==> src/rtl/mem_arbiter_pkg.sv <==
// Shared definitions for the I/D cache main-memory arbiter.
package mem_arbiter_pkg;

    localparam int unsigned ADDR_W_DEF = 28;
    localparam int unsigned DATA_W_DEF = 128;

    typedef enum logic [1:0] {
        IDLE  = 2'd0,
        OWN_I = 2'd1,
        OWN_D = 2'd2
    } arb_state_t;

    localparam logic [1:0] GNT_NONE = 2'b00;
    localparam logic [1:0] GNT_I    = 2'b01;
    localparam logic [1:0] GNT_D    = 2'b10;

endpackage

==> src/rtl/mem_arb_mux.sv <==
// Owner-select mux toward memory and ready/rdata demux back to the caches.
module mem_arb_mux
    import mem_arbiter_pkg::*;
#(
    parameter int unsigned ADDR_W = ADDR_W_DEF,
    parameter int unsigned DATA_W = DATA_W_DEF
) (
    input  logic [1:0]        owner,
    input  logic              i_mem_read,
    input  logic              i_mem_write,
    input  logic [ADDR_W-1:0] i_mem_addr,
    input  logic [DATA_W-1:0] i_mem_wdata,
    output logic [DATA_W-1:0] i_mem_rdata,
    output logic              i_mem_ready,
    input  logic              d_mem_read,
    input  logic              d_mem_write,
    input  logic [ADDR_W-1:0] d_mem_addr,
    input  logic [DATA_W-1:0] d_mem_wdata,
    output logic [DATA_W-1:0] d_mem_rdata,
    output logic              d_mem_ready,
    output logic              mem_read,
    output logic              mem_write,
    output logic [ADDR_W-1:0] mem_addr,
    output logic [DATA_W-1:0] mem_wdata,
    input  logic [DATA_W-1:0] mem_rdata,
    input  logic              mem_ready
);

    always_comb begin
        mem_read    = 1'b0;
        mem_write   = 1'b0;
        mem_addr    = '0;
        mem_wdata   = '0;
        i_mem_rdata = '0;
        i_mem_ready = 1'b0;
        d_mem_rdata = '0;
        d_mem_ready = 1'b0;
        case (owner)
            GNT_I: begin
                mem_read    = i_mem_read;
                mem_write   = i_mem_write;
                mem_addr    = i_mem_addr;
                mem_wdata   = i_mem_wdata;
                i_mem_rdata = mem_rdata;
                i_mem_ready = mem_ready;
            end
            GNT_D: begin
                mem_read    = d_mem_read;
                mem_write   = d_mem_write;
                mem_addr    = d_mem_addr;
                mem_wdata   = d_mem_wdata;
                d_mem_rdata = mem_rdata;
                d_mem_ready = mem_ready;
            end
            default: ;
        endcase
    end

endmodule

==> src/rtl/mem_arbiter.sv <==
// I/D cache arbiter for the shared line-wide memory port, grant locked per transaction.
// Build option ARB_ROUND_ROBIN_EN: alternate priority on contention instead of fixed D-over-I.
module mem_arbiter
    import mem_arbiter_pkg::*;
#(
    parameter int unsigned ADDR_W = ADDR_W_DEF,
    parameter int unsigned DATA_W = DATA_W_DEF
) (
    input  logic              clk,
    input  logic              rst_n,
    input  logic              i_mem_read,
    input  logic              i_mem_write,
    input  logic [ADDR_W-1:0] i_mem_addr,
    input  logic [DATA_W-1:0] i_mem_wdata,
    output logic [DATA_W-1:0] i_mem_rdata,
    output logic              i_mem_ready,
    input  logic              d_mem_read,
    input  logic              d_mem_write,
    input  logic [ADDR_W-1:0] d_mem_addr,
    input  logic [DATA_W-1:0] d_mem_wdata,
    output logic [DATA_W-1:0] d_mem_rdata,
    output logic              d_mem_ready,
    output logic              mem_read,
    output logic              mem_write,
    output logic [ADDR_W-1:0] mem_addr,
    output logic [DATA_W-1:0] mem_wdata,
    input  logic [DATA_W-1:0] mem_rdata,
    input  logic              mem_ready,
    output logic [1:0]        gnt
);

    arb_state_t state_q, state_d;
    logic [1:0] owner_raw_c;
    logic [1:0] owner_c;
    logic       req_i, req_d;
    logic       d_first;

    assign req_i = i_mem_read | i_mem_write;
    assign req_d = d_mem_read | d_mem_write;

`ifdef ARB_ROUND_ROBIN_EN
    logic last_d_q;

    // Owner of the most recently completed transaction; I after reset.
    always_ff @(posedge clk or negedge rst_n) begin
        if (!rst_n) begin
            last_d_q <= 1'b0;
        end else if ((owner_raw_c != GNT_NONE) && mem_ready) begin
            last_d_q <= (owner_raw_c == GNT_D);
        end
    end

    assign d_first = ~last_d_q;
`else
    assign d_first = 1'b1;
`endif

    always_ff @(posedge clk or negedge rst_n) begin
        if (!rst_n) begin
            state_q <= IDLE;
        end else begin
            state_q <= state_d;
        end
    end

    // Owner selection and next state; an IDLE winner completing immediately never leaves IDLE.
    always_comb begin
        owner_raw_c = GNT_NONE;
        state_d     = state_q;
        case (state_q)
            IDLE: begin
                if (req_d && (!req_i || d_first)) begin
                    owner_raw_c = GNT_D;
                end else if (req_i) begin
                    owner_raw_c = GNT_I;
                end
                if ((owner_raw_c != GNT_NONE) && !mem_ready) begin
                    state_d = (owner_raw_c == GNT_D) ? OWN_D : OWN_I;
                end
            end
            OWN_I: begin
                owner_raw_c = GNT_I;
                if (mem_ready) state_d = IDLE;
            end
            OWN_D: begin
                owner_raw_c = GNT_D;
                if (mem_ready) state_d = IDLE;
            end
            default: state_d = IDLE;
        endcase
    end

    // Reset silences every output immediately, independent of the clock.
    assign owner_c = rst_n ? owner_raw_c : GNT_NONE;
    assign gnt     = owner_c;

    mem_arb_mux #(
        .ADDR_W(ADDR_W),
        .DATA_W(DATA_W)
    ) u_mux (
        .owner      (owner_c),
        .i_mem_read (i_mem_read),
        .i_mem_write(i_mem_write),
        .i_mem_addr (i_mem_addr),
        .i_mem_wdata(i_mem_wdata),
        .i_mem_rdata(i_mem_rdata),
        .i_mem_ready(i_mem_ready),
        .d_mem_read (d_mem_read),
        .d_mem_write(d_mem_write),
        .d_mem_addr (d_mem_addr),
        .d_mem_wdata(d_mem_wdata),
        .d_mem_rdata(d_mem_rdata),
        .d_mem_ready(d_mem_ready),
        .mem_read   (mem_read),
        .mem_write  (mem_write),
        .mem_addr   (mem_addr),
        .mem_wdata  (mem_wdata),
        .mem_rdata  (mem_rdata),
        .mem_ready  (mem_ready)
    );

endmodule

==> config.mk <==
export PLATFORM = sky130hd
export DESIGN_NAME = mem_arbiter
export DESIGN_NICKNAME = d
export VERILOG_FILES = /design/src/rtl/mem_arbiter_pkg.sv /design/src/rtl/mem_arb_mux.sv /design/src/rtl/mem_arbiter.sv
export SDC_FILE = /design/constraint.sdc
export NUM_CORES = 1
export LEC_CHECK = 0
export ABC_AREA = 1
export BUFFER_PORTS_ARGS = -buffer_cell sky130_fd_sc_hd__clkbuf_2
export CAP_MARGIN = 10
export CORE_AREA = 4 4 338 340
export CTS_BUF_LIST = sky130_fd_sc_hd__clkbuf_8
export DETAILED_ROUTE_END_ITERATION = 12
export DIE_AREA = 0 0 342 344
export SETUP_SLACK_MARGIN = 0.02
export SYNTH_ARGS = -nofsm -noshare
export SYNTH_HDL_FRONTEND = slang
export SYNTH_SLANG_ARGS = --single-unit
==> constraint.sdc <==
create_clock -name clk -period 2.1 [get_ports clk]
set_input_delay 0.315 -clock clk [delete_from_list [all_inputs] [get_ports clk]]
set_output_delay 0.315 -clock clk [all_outputs]
set_load 0.02 [all_outputs]
==> flow_metrics.env <==
export IMPL_drive_gt1_share_pct=68.1
export IMPL_die_y_um=344
export IMPL_required_ns=1.78
export IMPL_max_freq_mhz=388
export IMPL_crit_arrival_ns=2.26
export IMPL_cts_max_level=1
export IMPL_drv_slew=0
export IMPL_antenna_found_initial=83
export IMPL_stdcell_count=3555
export IMPL_portBuffers=864
export IMPL_ys_ff_latch=2
export IMPL_antenna_left=0
export IMPL_place_congestion=1.01
export IMPL_routedWlPerCell_um=27.8
export IMPL_via_per_inst=3.22
export IMPL_final_util_pct=15.4
export IMPL_synth_cells=1103
export IMPL_final_nets=2497
export IMPL_coreArea_um2=112000
export IMPL_pwr_share_seq_pct=0.4
export IMPL_max_flop_register="state_q"
export IMPL_r2r_slack_ns=0.76
export IMPL_cts_tree="done"
export IMPL_comb_power_share_pct=98.8
export IMPL_rsz0062_at_grt="true"
export IMPL_pre_cts_ws_ns=-0.673
export IMPL_switching_power_mw=10.2
export IMPL_grt_busiest_layer="met2"
export IMPL_vdd_ir_drop_max_mv=0.447
export IMPL_cp_max_fo=7
export IMPL_drv_cap=0
export IMPL_max_clock_path_buffers=2
export IMPL_yosysTopAreaCell="nand2_1"
export IMPL_root_buffer="clkbuf_8"
export IMPL_die_w_um=342
export IMPL_worst_setup_path_type="flop to primary output"
export IMPL_hpwl_um=82100
export IMPL_synth_top_area_share_pct=46.8
export IMPL_netSwitchingFraction_pct=56.5
export IMPL_worst_pin_slew_ns=0.328
export IMPL_holdPathStages=2
export IMPL_ff2ff_path_depth=6
export IMPL_syn_num_nets=1553
export IMPL_leakage_nw=9.66
export IMPL_dr_total_vias=11500
export IMPL_reg_top3="state_q: 2 flops"
export IMPL_grt_use_met2_pct=25.2
export IMPL_largest_reg_flops=2
export IMPL_fin_crit_sh_pct=123
export IMPL_die_area_um2=118000
export IMPL_layout_setup_ws_ns=-0.478
export IMPL_initial_utilization_pct=4.19
export IMPL_grt_pass1_wl_um=114000
export IMPL_syn_area_per_cell_um2=4.24
export IMPL_power_total_mw=18.1
export IMPL_ys_seq_area_share_pct=1.07
export IMPL_ys_types=14
export IMPL_cts_sink_count=2
export IMPL_grt_pass1_vias=10400
export IMPL_drt_initial_drc_count=834
export IMPL_r2r_start="state_q[1]"
export IMPL_clkTransAtPathRegs_ns=0.03
export IMPL_track_usage_pct=15.0
export IMPL_cts_buffers_inserted=3
export IMPL_clk_latency_ns=0.21
export IMPL_finClkSkew_ns=0.000874
export IMPL_fin_crit_ns=2.58
export IMPL_setup_tns_ns=-155.24
export IMPL_firstDrtPassIters=7
export IMPL_violations="setup timing"
export IMPL_min_path_type="flop to flop"
export IMPL_wl_um=98700
export IMPL_syn_area_um2=4680
export IMPL_met1_usage_pct=17.3
export IMPL_r2r_end="state_q[1]"
export IMPL_relSlewSlack_pct=77.9
export IMPL_holdPathEnd="state_q[0]"
export IMPL_p_clk_share_pct=0.8
export IMPL_met3_usage_pct=7.62
export IMPL_ys_warnings_count=0
export IMPL_finalSetupViolCount=416
export IMPL_final_hold_viol_count=0
export IMPL_hp_start="state_q[0]"
export IMPL_critPathLaunchType="flop"
export IMPL_rows=123
export IMPL_outcome="finished, violations left"
export IMPL_powerDensity_nw_per_um2=1060
export IMPL_area_growth_pct=267
export IMPL_synthTopCellsByArea="nand2_1 (47%), inv_1 (21%), a21oi_1 (17%)"
export IMPL_worst_setup_path_end_kind="primary output"
export IMPL_dpl_cell_count=3460
export IMPL_grt_overflow=0
export IMPL_drc_errors=0
export IMPL_io_pins=865
export IMPL_p_int_mw=7.90
export IMPL_grt_max_degree=41
synth_stat cells, drive strengths merged:
master  instances
inv           265
dfrtp           2
o21ai           3
nor2            3
buf            79
nand3           3
clkbuf          3
nor3            1
a21oi         158
ha              3
nand2         583
per-layer routing:
layer  part of all wire (%)  vias up
met5                   0.38        -
met4                    2.6       56
met3                     13      201
met2                     47      847
met1                     37     5310
li1                       -     5050
worst max-delay path: stages, from the launching register on:
cell     delay [ns]
dfrtp_1        0.38
inv_2          0.09
ha_4           0.15
nand3_2        0.08
nand2_2        0.10
nand2_4        0.07
inv_4          0.07
ha_4           0.15
buf_12         0.16
buf_12         0.17
buf_12         0.16
nand2_1        0.10
a21oi_2        0.19
buf_4          0.16
power groups by stage:
stage	Sequential, mW	Combinational [mW]	Clock [mW]
4_1_cts	0.0688	15.5	0.160
6_report	0.0692	17.9	0.153
3_3_place_gp	0.0642	12.0	0
3_5_place_dp	0.0662	12.1	0
5_1_grt	0.0711	18.8	0.157
2_1_floorplan	0.0665	6.32	0
layout by cell type (no fill, tap or decap):
cell / instances
nor2_1: 1
nand2_1: 414
buf_6: 62
o21ai_4: 1
nand2_2: 66
a21oi_4: 79
nand2_4: 101
nand3_1: 2
inv_2: 44
inv_1: 220
clkbuf_16: 20
a21oi_2: 69
clkbuf_8: 69
clkbuf_2: 621
nor3_1: 1
clkbuf_4: 3
dfrtp_1: 2
nand3_2: 1
buf_16: 30
dlygate4sd3_1: 1
nor2_2: 1
nor2_4: 1
a21oi_1: 10
buf_2: 13
o21ai_0: 2
nand2_8: 2
buf_12: 71
inv_4: 1
diode_2: 10
ha_4: 3
bufbuf_16: 2
buf_8: 44
buf_4: 88
through the flow:
stage	hold slack (ns)	cell area, µm²
after global routing	0.553	17100
after detailed placement	0.211	12400
after global placement	0.209	12400
after floorplan	0.0194	5470
after CTS	0.512	15200
final	0.511	17200
kinds of logic after synthesis:
group                    synth area share (%)
buffers and inverters                    33.5
adder cells (fa/ha/maj)                 0.802
AO/OA/AOI/OAI                            17.2
flip-flops                               1.07
AND/OR/NAND/NOR                          47.4
cell type report:
type	instances	area, µm²
tap	1500	1880
fill	12700	94400
clock buffer	3	41.3
antenna	10	25.0
inverter	265	997
sequential	2	50.0
multi-input combinational	754	5230
timing repair buffer	1021	8950
repair_timing:
item | in CTS | in global routing
hold buffers | 1 | 0
hold endpoints to repair | 2 | 0
buffers inserted | 28 | 13
pin swaps | 46 | 72
resized for setup | 470 | 522
cloned | 22 | 21
setup endpoints to repair | 416 | 416
worst max path at each step:
stage	start	end	cells after the start
CTS	state_q[0]	mem_wdata[34]	14
finish	state_q[1]	mem_wdata[3]	13
detailed placement	d_mem_write	mem_wdata[10]	11
floorplan	state_q[1]	mem_wdata[10]	12
global placement	d_mem_write	mem_wdata[10]	11
global route	state_q[0]	mem_addr[19]	13
No activity file was read; power rests on OpenSTA's default activity.
